===== config.mk =====
export PLATFORM = sky130hd
export DESIGN_NAME = pipe_arbiter
export DESIGN_NICKNAME = d
export VERILOG_FILES = /design/src/rtl/pipe_arbiter.sv
export SDC_FILE = /design/constraint.sdc
export NUM_CORES = 1
export LEC_CHECK = 0
export CAP_MARGIN = 20
export CORE_ASPECT_RATIO = 1.2
export CORE_MARGIN = 4
export CORE_UTILIZATION = 37
export CTS_BUF_LIST = sky130_fd_sc_hd__clkbuf_8 sky130_fd_sc_hd__clkbuf_16
export CTS_CLUSTER_SIZE = 12
export DETAILED_ROUTE_END_ITERATION = 8
export PLACE_DENSITY = 0.95
export SETUP_SLACK_MARGIN = 0.05
export SLEW_MARGIN = 15
export SYNTH_ARGS = -nofsm -noshare
export SYNTH_HDL_FRONTEND = slang
export SYNTH_SLANG_ARGS = --single-unit

===== constraint.sdc =====
create_clock -name clk -period 3.45 [get_ports clk]
set_input_delay 0.345 -clock clk [delete_from_list [all_inputs] [get_ports clk]]
set_output_delay 0.345 -clock clk [all_outputs]
set_load 0.01 [all_outputs]

===== src/rtl/pipe_arbiter.sv =====
`default_nettype none
// ============================================================================
//  Module   : pipe_arbiter
//  Purpose  : Round-robin arbiter feeding NREQ requesters into one shared
//             fixed-latency pipeline. It tags each issued word with its owner
//             and returns the pipeline output to that owner DELAY cycles later.
//             A drain handshake stops issue and reports when the pipe is empty.
//  Revision : 1.0 - initial release
// ============================================================================
module pipe_arbiter #(
   parameter int NREQ  = 4,
   parameter int WIDTH = 8,
   parameter int DELAY = 3
) (
   input  logic                  clk,
   input  logic                  rst,
   input  logic [NREQ-1:0]       req_valid,
   input  logic [NREQ*WIDTH-1:0] req_data,
   output logic [NREQ-1:0]       req_ready,
   input  logic [NREQ-1:0]       req_mask,
   input  logic                  drain,
   output logic [WIDTH-1:0]      pipe_in,
   output logic                  pipe_in_valid,
   input  logic [WIDTH-1:0]      pipe_out,
   output logic [NREQ-1:0]       rsp_valid,
   output logic [WIDTH-1:0]      rsp_data,
   output logic                  drained
);

   localparam int PW = (NREQ > 1) ? $clog2(NREQ) : 1;
   localparam int CW = $clog2(DELAY + 1);

   typedef enum logic [1:0] {
      ST_RUN      = 2'd0,
      ST_DRAINING = 2'd1,
      ST_DRAINED  = 2'd2
   } state_t;

   state_t            r_state;
   logic              r_drained;
   logic [PW-1:0]     r_ptr;
   logic [CW-1:0]     r_inflight;
   logic [DELAY-1:0]  r_tv;
   logic [PW-1:0]     r_tidx [DELAY];

   logic [NREQ-1:0]   w_elig;
   logic [PW-1:0]     w_cand;
   logic [PW-1:0]     w_gnt_idx;
   logic              w_gnt_any;
   logic              w_can_issue;
   logic              w_grant;
   logic              w_retire;

   assign w_elig      = req_valid & req_mask;
   // Issue only in RUN, never in the cycle drain is seen, never during reset.
   assign w_can_issue = (r_state == ST_RUN) && !drain && !rst;
   assign w_grant     = w_gnt_any && w_can_issue;
   assign w_retire    = r_tv[DELAY-1];

   // Round-robin search: first eligible requester above ptr, wrapping to 0.
   always_comb begin
      w_gnt_any = 1'b0;
      w_gnt_idx = '0;
      w_cand    = '0;
      for (int off = 1; off <= NREQ; off++) begin
         w_cand = PW'((int'(r_ptr) + off) % NREQ);
         if (!w_gnt_any && w_elig[w_cand]) begin
            w_gnt_any = 1'b1;
            w_gnt_idx = w_cand;
         end
      end
   end

   assign req_ready     = w_grant ? (NREQ'(1) << w_gnt_idx) : '0;
   assign pipe_in_valid = w_grant;
   assign pipe_in       = w_grant ? req_data[w_gnt_idx*WIDTH +: WIDTH] : '0;

   // Responses: owner comes from the last tag stage, data straight from the pipe.
   assign rsp_valid = w_retire ? (NREQ'(1) << r_tidx[DELAY-1]) : '0;
   assign rsp_data  = pipe_out;
   assign drained   = r_drained;

   // Rotate the priority pointer to the last granted requester.
   always_ff @(posedge clk or posedge rst) begin
      if (rst) begin
         r_ptr <= PW'(NREQ - 1);
      end else if (w_grant) begin
         r_ptr <= w_gnt_idx;
      end
   end

   // Owner tag shift register tracking words inside the external pipeline.
   always_ff @(posedge clk or posedge rst) begin
      if (rst) begin
         r_tv <= '0;
         for (int s = 0; s < DELAY; s++) begin
            r_tidx[s] <= '0;
         end
      end else begin
         r_tv[0]   <= w_grant;
         r_tidx[0] <= w_gnt_idx;
         for (int s = 1; s < DELAY; s++) begin
            r_tv[s]   <= r_tv[s-1];
            r_tidx[s] <= r_tidx[s-1];
         end
      end
   end

   // Count of words in flight; simultaneous issue and retire cancel out.
   always_ff @(posedge clk or posedge rst) begin
      if (rst) begin
         r_inflight <= '0;
      end else if (w_grant && !w_retire) begin
         r_inflight <= r_inflight + CW'(1);
      end else if (!w_grant && w_retire) begin
         r_inflight <= r_inflight - CW'(1);
      end
   end

   // Drain control FSM with registered drained flag.
   always_ff @(posedge clk or posedge rst) begin
      if (rst) begin
         r_state   <= ST_RUN;
         r_drained <= 1'b0;
      end else begin
         case (r_state)
            ST_RUN: begin
               if (drain) begin
                  r_state   <= ST_DRAINING;
                  r_drained <= 1'b0;
               end
            end
            ST_DRAINING: begin
               if (!drain) begin
                  r_state   <= ST_RUN;
                  r_drained <= 1'b0;
               end else if (r_inflight == '0) begin
                  r_state   <= ST_DRAINED;
                  r_drained <= 1'b1;
               end
            end
            ST_DRAINED: begin
               if (!drain) begin
                  r_state   <= ST_RUN;
                  r_drained <= 1'b0;
               end
            end
            default: begin
               r_state   <= ST_RUN;
               r_drained <= 1'b0;
            end
         endcase
      end
   end

endmodule
`default_nettype wire


==> out/qor.yml <==
worst_path_most_repeated_cell: "sky130_fd_sc_hd__clkdlybuf4s50_1"
grt_overflow: 0
cts.path.max_buffers: 2
overall_power_mw: 0.746
clock_power_share_pct: 21.5
viasPerCell: 5.22
cts_made_buffers: 3
synth_mux_area_share_pct: 14.9
number_of_h_tree_levels: 1
crit_required_ns: 3.11
yosysTopAreaCell: "sky130_fd_sc_hd__dfrtp_1"
global_route_wire_length_before_repair_um: 4680
synth.net_count: 157
timing.reg2reg.worst_path_depth: 6
slowest_stage: "sky130_fd_sc_hd__clkdlybuf4s50_1"
rsz_0062_raised_after_global_routing: "false"
multi_input_gate_area_um2: 563
postLayoutCellArea_um2: 1690
synth.top_cells.by_count: "16 x sky130_fd_sc_hd__mux2i_1, 14 x sky130_fd_sc_hd__dfrtp_1, 9 x sky130_fd_sc_hd__buf_4, 9 x sky130_fd_sc_hd__nand2_1, 7 x sky130_fd_sc_hd__nor2_1"
syn-mean-instance-area_um2: 10.2
cp_top_family: "buffers and inverters"
path_clk_slew_ns: 0.06
cts.hold.buffers_added: 0
met2RoutedLength_um: 1480
timing.critical_path.buf_inv: 2
total_switching_power_mw: 0.235
maximum_number_of_pins_on_one_net_before_global_route_repair: 21
register_to_register_setup_slack_ns: 1.71
flow.area_growth_from_synthesis_pct: 56.7
nets: 211
ys_ff_latch: 16
switching_share_pct: 31.5
tightestPinTransition_ns: 0.586
crit_path_start: "req_valid[1]"
router_iterations_before_antenna_repair: 5
detail_route.wirelength.met1_um: 926
cp-start-kind: "primary input"
hold_path_depth: 0
cts.repair.resized: 0
power.share.sequential_pct: 40.2
finalClockSkew_ns: 0.00345
final_layout_size_suffix_gt1_share_pct: 10.1
numPortBuffers: 60
cp.depth: 7
maxClockFrequency_ghz: 0.327
worst_r2r_endpoint: "r_inflight[1]$_DFFE_PP0P_"
ys.flop_type: "sky130_fd_sc_hd__dfrtp_1"
synth.area.top_cells: "sky130_fd_sc_hd__dfrtp_1 33%, sky130_fd_sc_hd__mux2i_1 15%, sky130_fd_sc_hd__o22ai_2 7.0%, sky130_fd_sc_hd__buf_4 6.3%, sky130_fd_sc_hd__dfstp_2 4.9%"
synthesized_netlist_cell_count: 105
wire_per_inst_um: 14.7
hold_viol: 0
post-route-drc-count: 0
worst_ir_drop_vdd_uv: 220
rows: 21
sum_of_routed_wire_length_over_all_layers_um: 2830
cp.arrival_ns: 2.71
synth-edff-count: 0
timing.rr.start: "r_state[1]$_DFFE_PP0P_"
cell_internal_pwr_mw: 0.511
start_util_pct: 38.6
yosys.area.top_type_share_pct: 32.6
cts_tree: "done"
die_area_um2: 3840
synth.yosys.seq_area_share_pct: 37.4
drt-initial-drc-count: 17
run_status: "finished, final reports clean"
diodes: 0
post_route_utilization_pct: 60.6
finalCriticalPeriod_ns: 3.06
synth_cell_types: 38
finalSetupTns_ns: 0
worst_hold_path_type: "reg2reg"
setup.worst_path.end_class: "output pin"
timing.max_cap.violations: 0
final_gp_congestion: 0.798
p_per_area_nw_per_um2: 442
critPathMaxStageDelay_ns: 0.51
track_usage_pct: 16.0
number_of_global_route_vias_before_repair: 1058
met3WireLength_um: 393
placed_cell_area_um2: 1630
setup_viol: 0
synth-adder-area-share_pct: 1.16
post_cts_buffers: 0
maxSlewHeadroom_pct: 60.9
simple_gate_share_of_the_synthesized_area_pct: 16.4
cp-endpoint: "pipe_in[5]"
die_y_um: 67.1
synth_xor_xnor_area_share_pct: 2.44
final.fill_count: 229
ff_latch_area_um2: 403
clk-insertion-delay-late_ns: 0.25
final_worst_path_cycle_share_pct: 88.6
synth_top_family_by_area: "compound AO/OA/AOI/OAI gates"
antenna_found_initial: 0
critical_path.cell_chain: "clkdlybuf4s50_1, a22o_1, a32o_1, a221oi_4, nand2b_1, o22ai_2, clkdlybuf4s50_1"
routed-via-count: 1002
criticalPathCategory: "in2out"
synth_most_common_cell: "sky130_fd_sc_hd__mux2i_1"
numClockSinks: 16
final_antenna_net_count: 0
hold_slack_ns: 0.347
mappedNetlistArea_um2: 1080
cp_max_fanout: 9
power_leakage_nw: 0.731
core-area_um2: 2790
die_w_um: 57.2
hpwlAfterDp_um: 2350
io_pins: 77
ctsRootBufferMaster: "sky130_fd_sc_hd__clkbuf_8"
synthesis.yosys.warnings: 0
compound_cell_area_share_of_the_yosys_netlist_pct: 17.4
routed.top_layer: "met4"
portion_of_total_power_attributed_to_combinational_logic_pct: 38.3
report.final.slew_viol_count: 0
async_reset_ff_share_pct: 100
## worst min-delay path by stage
stage	startpoint	end
after floorplan	rst	drained$_DFFE_PP0P_
after global placement	r_tv[1]$_DFF_PP0_	r_tv[2]$_DFF_PP0_
after detailed placement	r_tidx[5]$_DFF_PP0_	r_tidx[3]$_DFF_PP0_
after CTS	r_tidx[5]$_DFF_PP0_	r_tidx[3]$_DFF_PP0_
after global routing	r_tidx[4]$_DFF_PP0_	r_tidx[2]$_DFF_PP0_
final	r_tidx[5]$_DFF_PP0_	r_tidx[3]$_DFF_PP0_
## stage by stage
| step | worst slack (ns) | instances |
|---|---|---|
| 5_1_grt | 0.246 | 192 |
| 2_1_floorplan | 1.55 | 105 |
| 3_5_place_dp | 0.389 | 188 |
| 4_1_cts | 0.394 | 192 |
| 3_3_place_gp | 0.438 | 188 |
| 6_report | 0.394 | 192 |
## kinds of logic after synthesis
kind of cell | count (synthesis)
AO/OA/AOI/OAI | 19
XOR/XNOR | 3
adder cells (fa/ha/maj) | 1
buffers and inverters | 16
flip-flops | 16
multiplexers | 16
AND/OR/NAND/NOR | 34
## cell usage in the layout, fill, tap and decap left out, types with 2 or more instances in the layout
master	n
sky130_fd_sc_hd__nand3_1	2
sky130_fd_sc_hd__o22ai_1	2
sky130_fd_sc_hd__nor3_1	2
sky130_fd_sc_hd__nand2_1	9
sky130_fd_sc_hd__o22ai_2	6
sky130_fd_sc_hd__dfstp_2	2
sky130_fd_sc_hd__clkdlybuf4s50_1	60
sky130_fd_sc_hd__clkbuf_8	4
sky130_fd_sc_hd__nor3b_1	2
sky130_fd_sc_hd__nor2b_1	2
sky130_fd_sc_hd__inv_1	4
sky130_fd_sc_hd__xor2_1	2
sky130_fd_sc_hd__nor2_1	7
sky130_fd_sc_hd__and3_1	2
sky130_fd_sc_hd__mux2i_1	16
sky130_fd_sc_hd__dfrtp_1	14
## per-layer routing
layer  track usage (%)  vias to the layer above
met3              7.56                        4
met2              30.4                       67
met1              14.0                      450
met4              7.25                        0
met5                 0                        -
li1                  -                      481
## registers in the layout (all words and copies together) (netlist names)
name        flops
drained         1
r_inflight      2
r_tv            3
r_ptr           2
r_state         2
r_tidx          6
## power by group through the flow
stage / Clock (mW) / Combinational [mW] / Sequential [mW]
after floorplan: 0 / 0.192 / 0.288
after global placement: 0 / 0.275 / 0.296
after detailed placement: 0 / 0.285 / 0.301
after CTS: 0.165 / 0.289 / 0.299
after global routing: 0.178 / 0.315 / 0.308
final: 0.160 / 0.286 / 0.300
## area by class of cell
| class | count | share of cell area [%] |
|---|---|---|
| timing repair buffer | 61 | 36.1 |
| tap | 34 | 2.52 |
| clock buffer | 4 | 3.26 |
| multi-input combinational | 73 | 33.4 |
| sequential | 16 | 23.9 |
| inverter | 4 | 0.890 |
## worst reg2reg max path, stage by stage, from the launching register on
cell and delay [ns]:
sky130_fd_sc_hd__dfrtp_1 0.44, sky130_fd_sc_hd__nor4_1 0.32, sky130_fd_sc_hd__o21ai_1 0.15, sky130_fd_sc_hd__inv_1 0.17
sky130_fd_sc_hd__ha_1 0.29, sky130_fd_sc_hd__nor2_1 0.14, sky130_fd_sc_hd__xor2_1 0.16
Power figures use the tool's default switching activity.
